`config.mk`:
```
export PLATFORM = sky130hd
export DESIGN_NAME = puf_eval_ctrl
export DESIGN_NICKNAME = d
export VERILOG_FILES = /design/src/rtl/puf_pkg.sv /design/src/rtl/puf_vote_acc.sv /design/src/rtl/puf_eval_ctrl.sv
export SDC_FILE = /design/constraint.sdc
export NUM_CORES = 1
export LEC_CHECK = 0
export BUFFER_PORTS_ARGS = -buffer_cell sky130_fd_sc_hd__buf_2
export CELL_PAD_IN_SITES_DETAIL_PLACEMENT = 1
export CELL_PAD_IN_SITES_GLOBAL_PLACEMENT = 1
export CORE_MARGIN = 4
export CORE_UTILIZATION = 45
export CTS_CLUSTER_DIAMETER = 120
export DETAILED_ROUTE_END_ITERATION = 8
export GPL_TIMING_DRIVEN = 0
export PLACE_DENSITY_LB_ADDON = 0.1
export RECOVER_POWER = 50
export REMOVE_ABC_BUFFERS = 1
export SLEW_MARGIN = 20
export SYNTH_ARGS = -nofsm -noshare
export SYNTH_HDL_FRONTEND = slang
export SYNTH_SLANG_ARGS = --single-unit
export TNS_END_PERCENT = 50
```
`constraint.sdc`:
```
create_clock -name clk -period 3.7 [get_ports clk]
set_input_delay 0.37 -clock clk [delete_from_list [all_inputs] [get_ports clk]]
set_output_delay 0.37 -clock clk [all_outputs]
set_load 0.05 [all_outputs]
```
`src/rtl/puf_pkg.sv`:
```
// Shared types and defaults for the PUF evaluation sequencer and its vote bank.
package puf_pkg;

  localparam int unsigned PUF_CW = 16;
  localparam int unsigned PUF_RW = 16;

  typedef enum logic [2:0] {
    IDLE,
    LAUNCH,
    SETTLE,
    SAMPLE,
    DONE
  } puf_state_e;

  // Counter width able to hold values 0..n inclusive.
  function automatic int unsigned vote_cnt_w(input int unsigned n);
    return (n < 1) ? 1 : $clog2(n + 1);
  endfunction

endpackage

```
`src/rtl/puf_vote_acc.sv`:
```
// Per-bit temporal vote counter bank with majority and (optional) unanimity decode.
// Unanimity output exists only when PUF_STABILITY_MASK_EN is defined.
module puf_vote_acc
  import puf_pkg::*;
#(
  parameter int unsigned RW    = PUF_RW,
  parameter int unsigned NVOTE = 5
) (
  input  logic          clk,
  input  logic          rst,
  input  logic          clr,
  input  logic          acc,
  input  logic [RW-1:0] din,
  output logic [RW-1:0] maj
`ifdef PUF_STABILITY_MASK_EN
  ,
  output logic [RW-1:0] unan
`endif
);

  localparam int unsigned VW = vote_cnt_w(NVOTE);

  logic [VW-1:0] cnt [RW];

  always_ff @(posedge clk) begin
    if (rst || clr) begin
      for (int unsigned i = 0; i < RW; i++) cnt[i] <= '0;
    end else if (acc) begin
      for (int unsigned i = 0; i < RW; i++) cnt[i] <= cnt[i] + VW'(din[i]);
    end
  end

  always_comb begin
    maj = '0;
    for (int unsigned i = 0; i < RW; i++) maj[i] = (cnt[i] > VW'(NVOTE / 2));
  end

`ifdef PUF_STABILITY_MASK_EN
  always_comb begin
    unan = '0;
    for (int unsigned i = 0; i < RW; i++)
      unan[i] = (cnt[i] == '0) || (cnt[i] == VW'(NVOTE));
  end
`endif

endmodule

```
`src/rtl/puf_eval_ctrl.sv`:
```
// Challenge sequencer for the XOR-arbiter PUF array with NVOTE-round majority voting.
// Optional rsp_stable unanimity mask enabled by PUF_STABILITY_MASK_EN.
module puf_eval_ctrl
  import puf_pkg::*;
#(
  parameter int unsigned CW            = PUF_CW,
  parameter int unsigned RW            = PUF_RW,
  parameter int unsigned PULSE_CYCLES  = 2,
  parameter int unsigned SETTLE_CYCLES = 4,
  parameter int unsigned NVOTE         = 5
) (
  input  logic          clk,
  input  logic          rst,
  input  logic          req_valid,
  output logic          req_ready,
  input  logic [CW-1:0] req_challenge,
  output logic [CW-1:0] puf_challenge,
  output logic          puf_pulse,
  input  logic [RW-1:0] puf_response,
  output logic          rsp_valid,
  input  logic          rsp_ready,
  output logic [RW-1:0] rsp_data
`ifdef PUF_STABILITY_MASK_EN
  ,
  output logic [RW-1:0] rsp_stable
`endif
);

  if ((NVOTE % 2) == 0 || NVOTE < 1) begin : g_bad_nvote
    $error("puf_eval_ctrl: NVOTE must be odd and >= 1");
  end
  if (SETTLE_CYCLES < 2) begin : g_bad_settle
    $error("puf_eval_ctrl: SETTLE_CYCLES must be >= 2");
  end
  if (PULSE_CYCLES < 1) begin : g_bad_pulse
    $error("puf_eval_ctrl: PULSE_CYCLES must be >= 1");
  end

  localparam int unsigned PMAX = (PULSE_CYCLES > SETTLE_CYCLES) ? PULSE_CYCLES : SETTLE_CYCLES;
  localparam int unsigned PW   = vote_cnt_w(PMAX);
  localparam int unsigned RCW  = vote_cnt_w(NVOTE);

  puf_state_e     state, state_n;
  logic [PW-1:0]  cnt;
  logic [RCW-1:0] rnd;
  logic [RW-1:0]  sync1, sync2;
  logic [RW-1:0]  maj;
  logic           accept, acc_en, capture, pulse_n;
`ifdef PUF_STABILITY_MASK_EN
  logic [RW-1:0]  unan;
`endif

  always_ff @(posedge clk) begin
    if (rst) state <= IDLE;
    else     state <= state_n;
  end

  always_comb begin
    state_n = state;
    case (state)
      IDLE:    if (req_valid) state_n = LAUNCH;
      LAUNCH:  if (cnt == PW'(PULSE_CYCLES - 1)) state_n = SETTLE;
      SETTLE:  if (cnt == PW'(SETTLE_CYCLES - 1)) state_n = SAMPLE;
      SAMPLE:  state_n = (rnd == RCW'(NVOTE - 1)) ? DONE : LAUNCH;
      DONE:    if (rsp_valid && rsp_ready) state_n = IDLE;
      default: state_n = IDLE;
    endcase
  end

  // rsp_valid only asserts on the second DONE cycle, once the last sample has
  // landed in the counters, so the first DONE cycle ignores rsp_ready.
  always_comb begin
    req_ready = (state == IDLE);
    accept    = (state == IDLE) && req_valid;
    acc_en    = (state == SAMPLE);
    capture   = (state == DONE) && !rsp_valid;
    pulse_n   = (state_n == LAUNCH);
  end

  always_ff @(posedge clk) begin
    if (rst) begin
      sync1         <= '0;
      sync2         <= '0;
      cnt           <= '0;
      rnd           <= '0;
      puf_challenge <= '0;
      puf_pulse     <= 1'b0;
      rsp_valid     <= 1'b0;
      rsp_data      <= '0;
`ifdef PUF_STABILITY_MASK_EN
      rsp_stable    <= '0;
`endif
    end else begin
      sync1     <= puf_response;
      sync2     <= sync1;
      puf_pulse <= pulse_n;

      if ((state == LAUNCH || state == SETTLE) && state_n == state) cnt <= cnt + PW'(1);
      else                                                          cnt <= '0;

      if (accept) begin
        puf_challenge <= req_challenge;
        rnd           <= '0;
      end else if (acc_en) begin
        rnd <= rnd + RCW'(1);
      end

      if (capture) begin
        rsp_valid  <= 1'b1;
        rsp_data   <= maj;
`ifdef PUF_STABILITY_MASK_EN
        rsp_stable <= unan;
`endif
      end else if (rsp_valid && rsp_ready) begin
        rsp_valid <= 1'b0;
      end
    end
  end

  puf_vote_acc #(
    .RW    (RW),
    .NVOTE (NVOTE)
  ) u_vote (
    .clk  (clk),
    .rst  (rst),
    .clr  (accept),
    .acc  (acc_en),
    .din  (sync2),
    .maj  (maj)
`ifdef PUF_STABILITY_MASK_EN
    ,
    .unan (unan)
`endif
  );

endmodule

```
==> results.md, run 1 <==
* DR vias/cell at 4.95
* Max Cap Violations at 1
* Clock tree from TritonCTS: yes
* Buffer depth of the longest clock path at 2
* Syn avg cell area at 11.9 µm²
* # nets final at about 560
* Chip width at between 100 and 150 µm
* I/O pin total at 71
* Routed WL at between 9000 and 10,000 µm
* Power Density at 558 nW/µm²
* Port bufs at 70
* Fmax at 364 MHz
* Placement Cell Area at 5430 µm²
* Sinks on the clock net at 123
* Clk Latency, worst-skew pair at 0.51 ns
* Layout area overhead at 19.2%
* Slew margin rel. at -6.30%
* GRT overflow at 0
* Post-CTS Setup Inserts at 0
* Switch Pwr at 0.740 mW
* Antenna cells at 0
* Post-CTS sizing at 0
* WP data arrival at 3.16 ns
* DRT Pass-1 Iters at 4
* Asr flop ratio synth at 0%
* Starting density of the core at 45.9%
* Fin crit share at 74.2%
* Outcome: finished with violations
* First-pass GRT wire length at about 16,000 µm
* Element type at the critical path end: flip-flop
* Reg clk slew, reported paths at 0.06 ns
* CTS buffer count at 17
* Top FF cell, synth: dfxtp_1
* Post-DP HPWL at 6210 µm
* Sequential-to-total area share from yosys stat at around three fifths
* Yosys warns at 0
* Clock network fraction of total power at between 40% and 50%
* Maximum VDD drop at 0.347 mV
* Post-layout util at 54.8%
* Die ar. at 12,800 µm²
* GPL Wtd Cong at 0.710
* Int Power at between 2 and 3 mW
* Final hold vios at 0
* Final Skew at between 0.005 and 0.006 ns
* Leak at 2.38 nW
* Critical Path RT at 4.11 ns
* Tightest Pin Transition at 1.59 ns
* Antenna viol nets, final at 0
* # DRC at 0
* Post-Layout Inst Area at 5910 µm²
* #FFs+latches synth at 123
* Largest net degree at the start of global routing at 49
* EDFF count, synth at 48
* Initial antenna violation count at 0
* Synth Cell Area at 4960 µm²
* Site Rows at 38
* Chip height at 113 µm
* Post-synth top area share at 30.3%
* Starting DRT DRC Count at 117
* Hold-fix buffers, CTS at 0
* Startpoint class of the critical path: flip-flop
* Tot GR Track Use at between 15 and 20%
* HP Class: in2reg
* Seq pwr share at approximately 46%
* Failing checks: max-capacitance violations, max-slew violations
* Tmin final at 2.75 ns
* Vias in the first global route at roughly 3,400
* Final setup violation count at 0
* Area leader, netlist: dfxtp_1
* Core area at 10,800 µm²
* # H-tree levels at 4
* Sw frac at ~22%
* Cell variety after synth at 34
* Synth area leaders: dfxtp_1 (30%), edfxtp_1 (29%), ha_1 (9.3%)
* Setup CP Type: reg2reg
* Vias at 3,174
* Drt wl/cell at 15.0 µm
* Final slew viol count at 28
* Layout cell share with drive strength beyond 1 at between 10% and 20%
* Max Fanout on Critical Path at 13
* Cell count after synthesis at 417
* RSZ-0062 raised after global routing: no
* Comb pwr share at 6.6%
* Root Buffer: clkbuf_8
## power by group through the flow
stage,registers [mW],clock network (mW),logic (mW)
final,1.53,1.55,0.219
after global placement,1.56,0,0.215
after detailed placement,1.56,0,0.227
after CTS,1.53,1.59,0.230
after floorplan,1.59,0,0.103
after global routing,1.54,1.66,0.249
## layout by cell type, fill, tap and decap left out, drive strengths merged, types with 3 or more instances in the layout
| cell | count |
|---|---|
| xnor2 | 17 |
| ha | 37 |
| a21oi | 33 |
| nor4 | 3 |
| nand2 | 35 |
| buf | 38 |
| clkbuf | 58 |
| clkinv | 8 |
| nor2 | 41 |
| edfxtp | 48 |
| dfxtp | 75 |
| and2 | 33 |
| a211oi | 16 |
| inv | 5 |
| nor2b | 34 |
## per-layer routing
layer	wire length, µm	vias to the layer above	GRT usage [%]
met1	4170	1539	18.4
li1	-	1561	-
met3	405	14	4.60
met5	0	-	0
met2	4840	60	27.9
met4	182	0	8.57
## cell type report
| cell class | count | area, µm² |
|---|---|---|
| clock inverter | 10 | 96.3 |
| tap | 140 | 175 |
| timing repair buffer | 74 | 353 |
| clock buffer | 22 | 463 |
| inverter | 5 | 18.8 |
| multi-input combinational | 267 | 1860 |
| sequential | 123 | 2940 |
| fill | 1169 | 4880 |
## registers in the layout (all words and copies together) (netlist names)
register       count
u_vote.cnt        48
puf_challenge     16
rsp_data          16
sync1             16
sync2             16
cnt                3
rnd                3
state              3
puf_pulse          1
rsp_valid          1
## worst max-delay path, cell delays in order, from the launching register on
cell	delay (ns)
dfxtp_1	0.61
nor4b_1	1.02
clkbuf_1	0.51
buf_6	0.25
nor2_1	0.05
a211oi_1	0.19
## cell families (layout without fill, tap and decap cells)
family / Yosys count / count (layout) / synth area share (%)
flops: 123 / 123 / 59.3
xor+xnor: 18 / 18 / 3.18
buf+inv: 27 / 111 / 2.80
simple gates: 157 / 157 / 16.9
fa+ha+maj: 37 / 37 / 9.34
mux: 2 / 2 / 0.656
compound gates: 53 / 53 / 7.75
## synthesized netlist by cell type (2+ instances only)
cell and instances:
clkbuf_1 9, nor3_1 2, inv_1 5, nand2b_1 2, nand2_1 35, buf_6 2, edfxtp_1 48, xnor2_1 17
buf_2 6, nor2_1 40, dfxtp_1 75, a211oi_1 3, nor4_1 3, a21oi_1 33, and2_1 33, nor2b_1 34
a211oi_2 13, ha_1 37, buf_4 4, nor4b_4 2
## worst paths after layout
kind	from	to	slack, ns	cells after the start
setup reg to reg	state[2]	rsp_data[7]	0.95	5
hold / removal	puf_response[7]	sync1[7]	0.06	2
hold reg to reg	sync1[15]	sync2[15]	0.44	1
setup / recovery	state[2]	rsp_data[7]	0.95	5
## metrics by stage
step	setup slack [ns]	power [mW]	instances	hold WS, ns	setup TNS (ns)
floorplan	0.990	1.69	395	0.414	0
detailed placement	1.00	1.78	609	0.427	0
global route	0.649	3.44	641	0.0478	0
finish	0.953	3.30	641	0.0648	0
global placement	-0.283	1.77	605	0.420	-13.50
CTS	0.994	3.35	641	0.0368	0
No activity file was read; power rests on OpenSTA's default activity.
==> inputs of run 2 (changes only) <==
==> constraint.sdc (replaced) <==
create_clock -name clk -period 2.7 [get_ports clk]
set_input_delay 0.27 -clock clk [delete_from_list [all_inputs] [get_ports clk]]
set_output_delay 0.27 -clock clk [all_outputs]
set_load 0.05 [all_outputs]
==> results.md, run 2 (same netlist as run 1, synthesis figures left out) <==
* Outcome: completed
* Clock tree from TritonCTS: yes
* DRT Pass-1 Iters at 4
* Layout area overhead at 26.1%
* Most frequent cells in the layout: dfxtp_1 (75), edfxtp_1 (48), nor2_1 (39)
* Tightest Pin Transition at about 0.80 ns
* Fmax at 468 MHz
* Tot GR Track Use at between 10% and 20%
* Startpoint class of the critical path: flip-flop
* Fin crit share at around 80%
* Largest register FFs at 48
* Met3 wire length at around 450 µm
* Core area at 10,800 µm²
* Largest net degree at the start of global routing at just under 50
* Initial antenna violation count at 0
* Drt wl/cell at roughly 15 µm
* Reg2Reg Depth at 3
* Post-DP HPWL at 6210 µm
* WP data arrival at about 2.4 ns
* GPL Wtd Cong at about 0.7
* Critical Path RT at 2.95 ns
* Buffer depth of the longest clock path at 2
* Post-layout util at between 50 and 60%
* Comb pwr share at around 7.5%
* Chip width at approximately 110 µm
* Max Cap Violations at 0
* Antenna cells at 0
* Seq pwr share at between 40% and 50%
* Filler cells at 1,145
* Element type at the critical path end: flip-flop
* # H-tree levels at 4
* # nets final at 594
* Post-CTS sizing at 0
* Smallest hold slack at approximately 0.039 ns
* Chip height at about 110 µm
* CP startpoint: state[1]
* Sw frac at ~22%
* FF-to-FF End: u_vote.cnt[0][44]
* RSZ-0062 raised after global routing: no
* Vias in the first global route at 3,548
* # DRC at 0
* Reg2reg setup slack at 0.56 ns
* Highest routed layer: met4
* Power Density at 730 nW/µm²
* Met1 wire length at 4230 µm
* Site Rows at 38
* Maximum VDD drop at between 0.4 and 0.5 mV
* Reg2reg start: state[1]
* Die ar. at 12,800 µm²
* Clk Latency, worst-skew pair at 0.51 ns
* Multi-input logic area at approximately 1900 µm²
* Tmin final at 2.14 ns
* Antenna viol nets, final at 0
* Most common cell after layout, fill and taps aside: dfxtp_1
* HP Class: in2reg
* Setup CP Type: reg2reg
* Placed cell count at 609
* Clock network fraction of total power at 46.6%
* Routed WL at 10,100 µm
* First-pass GRT wire length at 16,900 µm
* Final setup violation count at 0
* Sinks on the clock net at 123
* Fin cells at between 600 and 700
* Int Power at about 3.5 mW
* Final hold vios at 0
* Vias at 3,320
* Leak at 2.52 nW
* Met2 wire len at about 5200 µm
* Slew margin rel. at 46.8%
* Switch Pwr at around 1.0 mW
* Port bufs at 70
* Layout cell share with drive strength beyond 1 at 16.3%
* Crit path capture: u_vote.cnt[0][44]
* CTS buffer count at 17
* Final Skew at 0.00499 ns
* I/O pin total at 71
* Largest Register: u_vote.cnt
* Max Fanout on Critical Path at 17
* Root Buffer: clkbuf_8
* Starting DRT DRC Count at 122
* Final slew viol count at 0
* Starting density of the core at about 46%
* GRT overflow at 0
* Reg clk slew, reported paths at 0.06 ns
* DR vias/cell at 4.93
* Register area at a little under 3000 µm²
[run 2: cell types whose count changed in the layout (fill, tap and decap cells not counted), sizes merged]
cell / delta
dlygate4sd3: +31
buf: +4
clkbuf: -2
[run 2: how the worst min path moves through the flow]
| stage | endpoint | depth (start not counted) | slack [ns] | start |
|---|---|---|---|---|
| 6_report | sync1[0] | 2 | 0.04 | puf_response[0] |
| 5_1_grt | sync1[0] | 2 | 0.02 | puf_response[0] |
| 4_1_cts | sync1[0] | 2 | 0.01 | puf_response[0] |
| 3_5_place_dp | sync2[5] | 1 | 0.43 | sync1[5] |
| 3_3_place_gp | sync2[9] | 1 | 0.42 | sync1[9] |
| 2_1_floorplan | rsp_data[0] | 1 | 0.33 | rst |
[run 2: final cells by class]
| cell class | instances | share of cell area [%] |
|---|---|---|
| sequential | 123 | 47.0 |
| multi-input combinational | 267 | 29.9 |
| timing repair buffer | 107 | 11.0 |
| clock buffer | 22 | 7.40 |
| tap | 140 | 2.80 |
| clock inverter | 10 | 1.54 |
| inverter | 5 | 0.300 |
[run 2: critical path, cell delays in order, from the launching register on]
cell and delay (ns):
dfxtp_1 0.44, or4b_1 0.88, nand2b_1 0.44, nor2_1 0.10
[run 2: what timing repair did]
action / CTS / global route
hold buffers: 31 / 0
hold endpoints to repair: 31 / 0
pin swaps: 1 / 1
setup endpoints to repair: 36 / 48
setup buffers: 0 / 2
[run 2: power by group through the flow]
stage                     logic [mW]  registers, mW  clock network (mW)
after global placement         0.295           2.13                   0
after CTS                      0.349           2.10                2.17
after detailed placement       0.311           2.13                   0
after floorplan                0.142           2.18                   0
final                          0.341           2.10                2.13
after global routing           0.384           2.11                2.27
[run 2: through the flow]
| step | worst slack, ns | TNS (ns) | power, mW | area (µm²) |
|---|---|---|---|---|
| floorplan | -0.00990 | -0.475 | 2.32 | 4840 |
| global placement | -1.18 | -59.42 | 2.43 | 5360 |
| detailed placement | 0.00290 | 0 | 2.44 | 5430 |
| CTS | 0.0176 | 0 | 4.62 | 6300 |
| global route | 0.325 | 0 | 4.76 | 6250 |
| finish | 0.562 | 0 | 4.57 | 6250 |
[run 2: metal layers]
metal,GRT usage [%],vias to the layer above
met2,30.3,68
met3,4.60,14
met5,0,-
met4,8.57,0
met1,18.6,1604
li1,-,1634
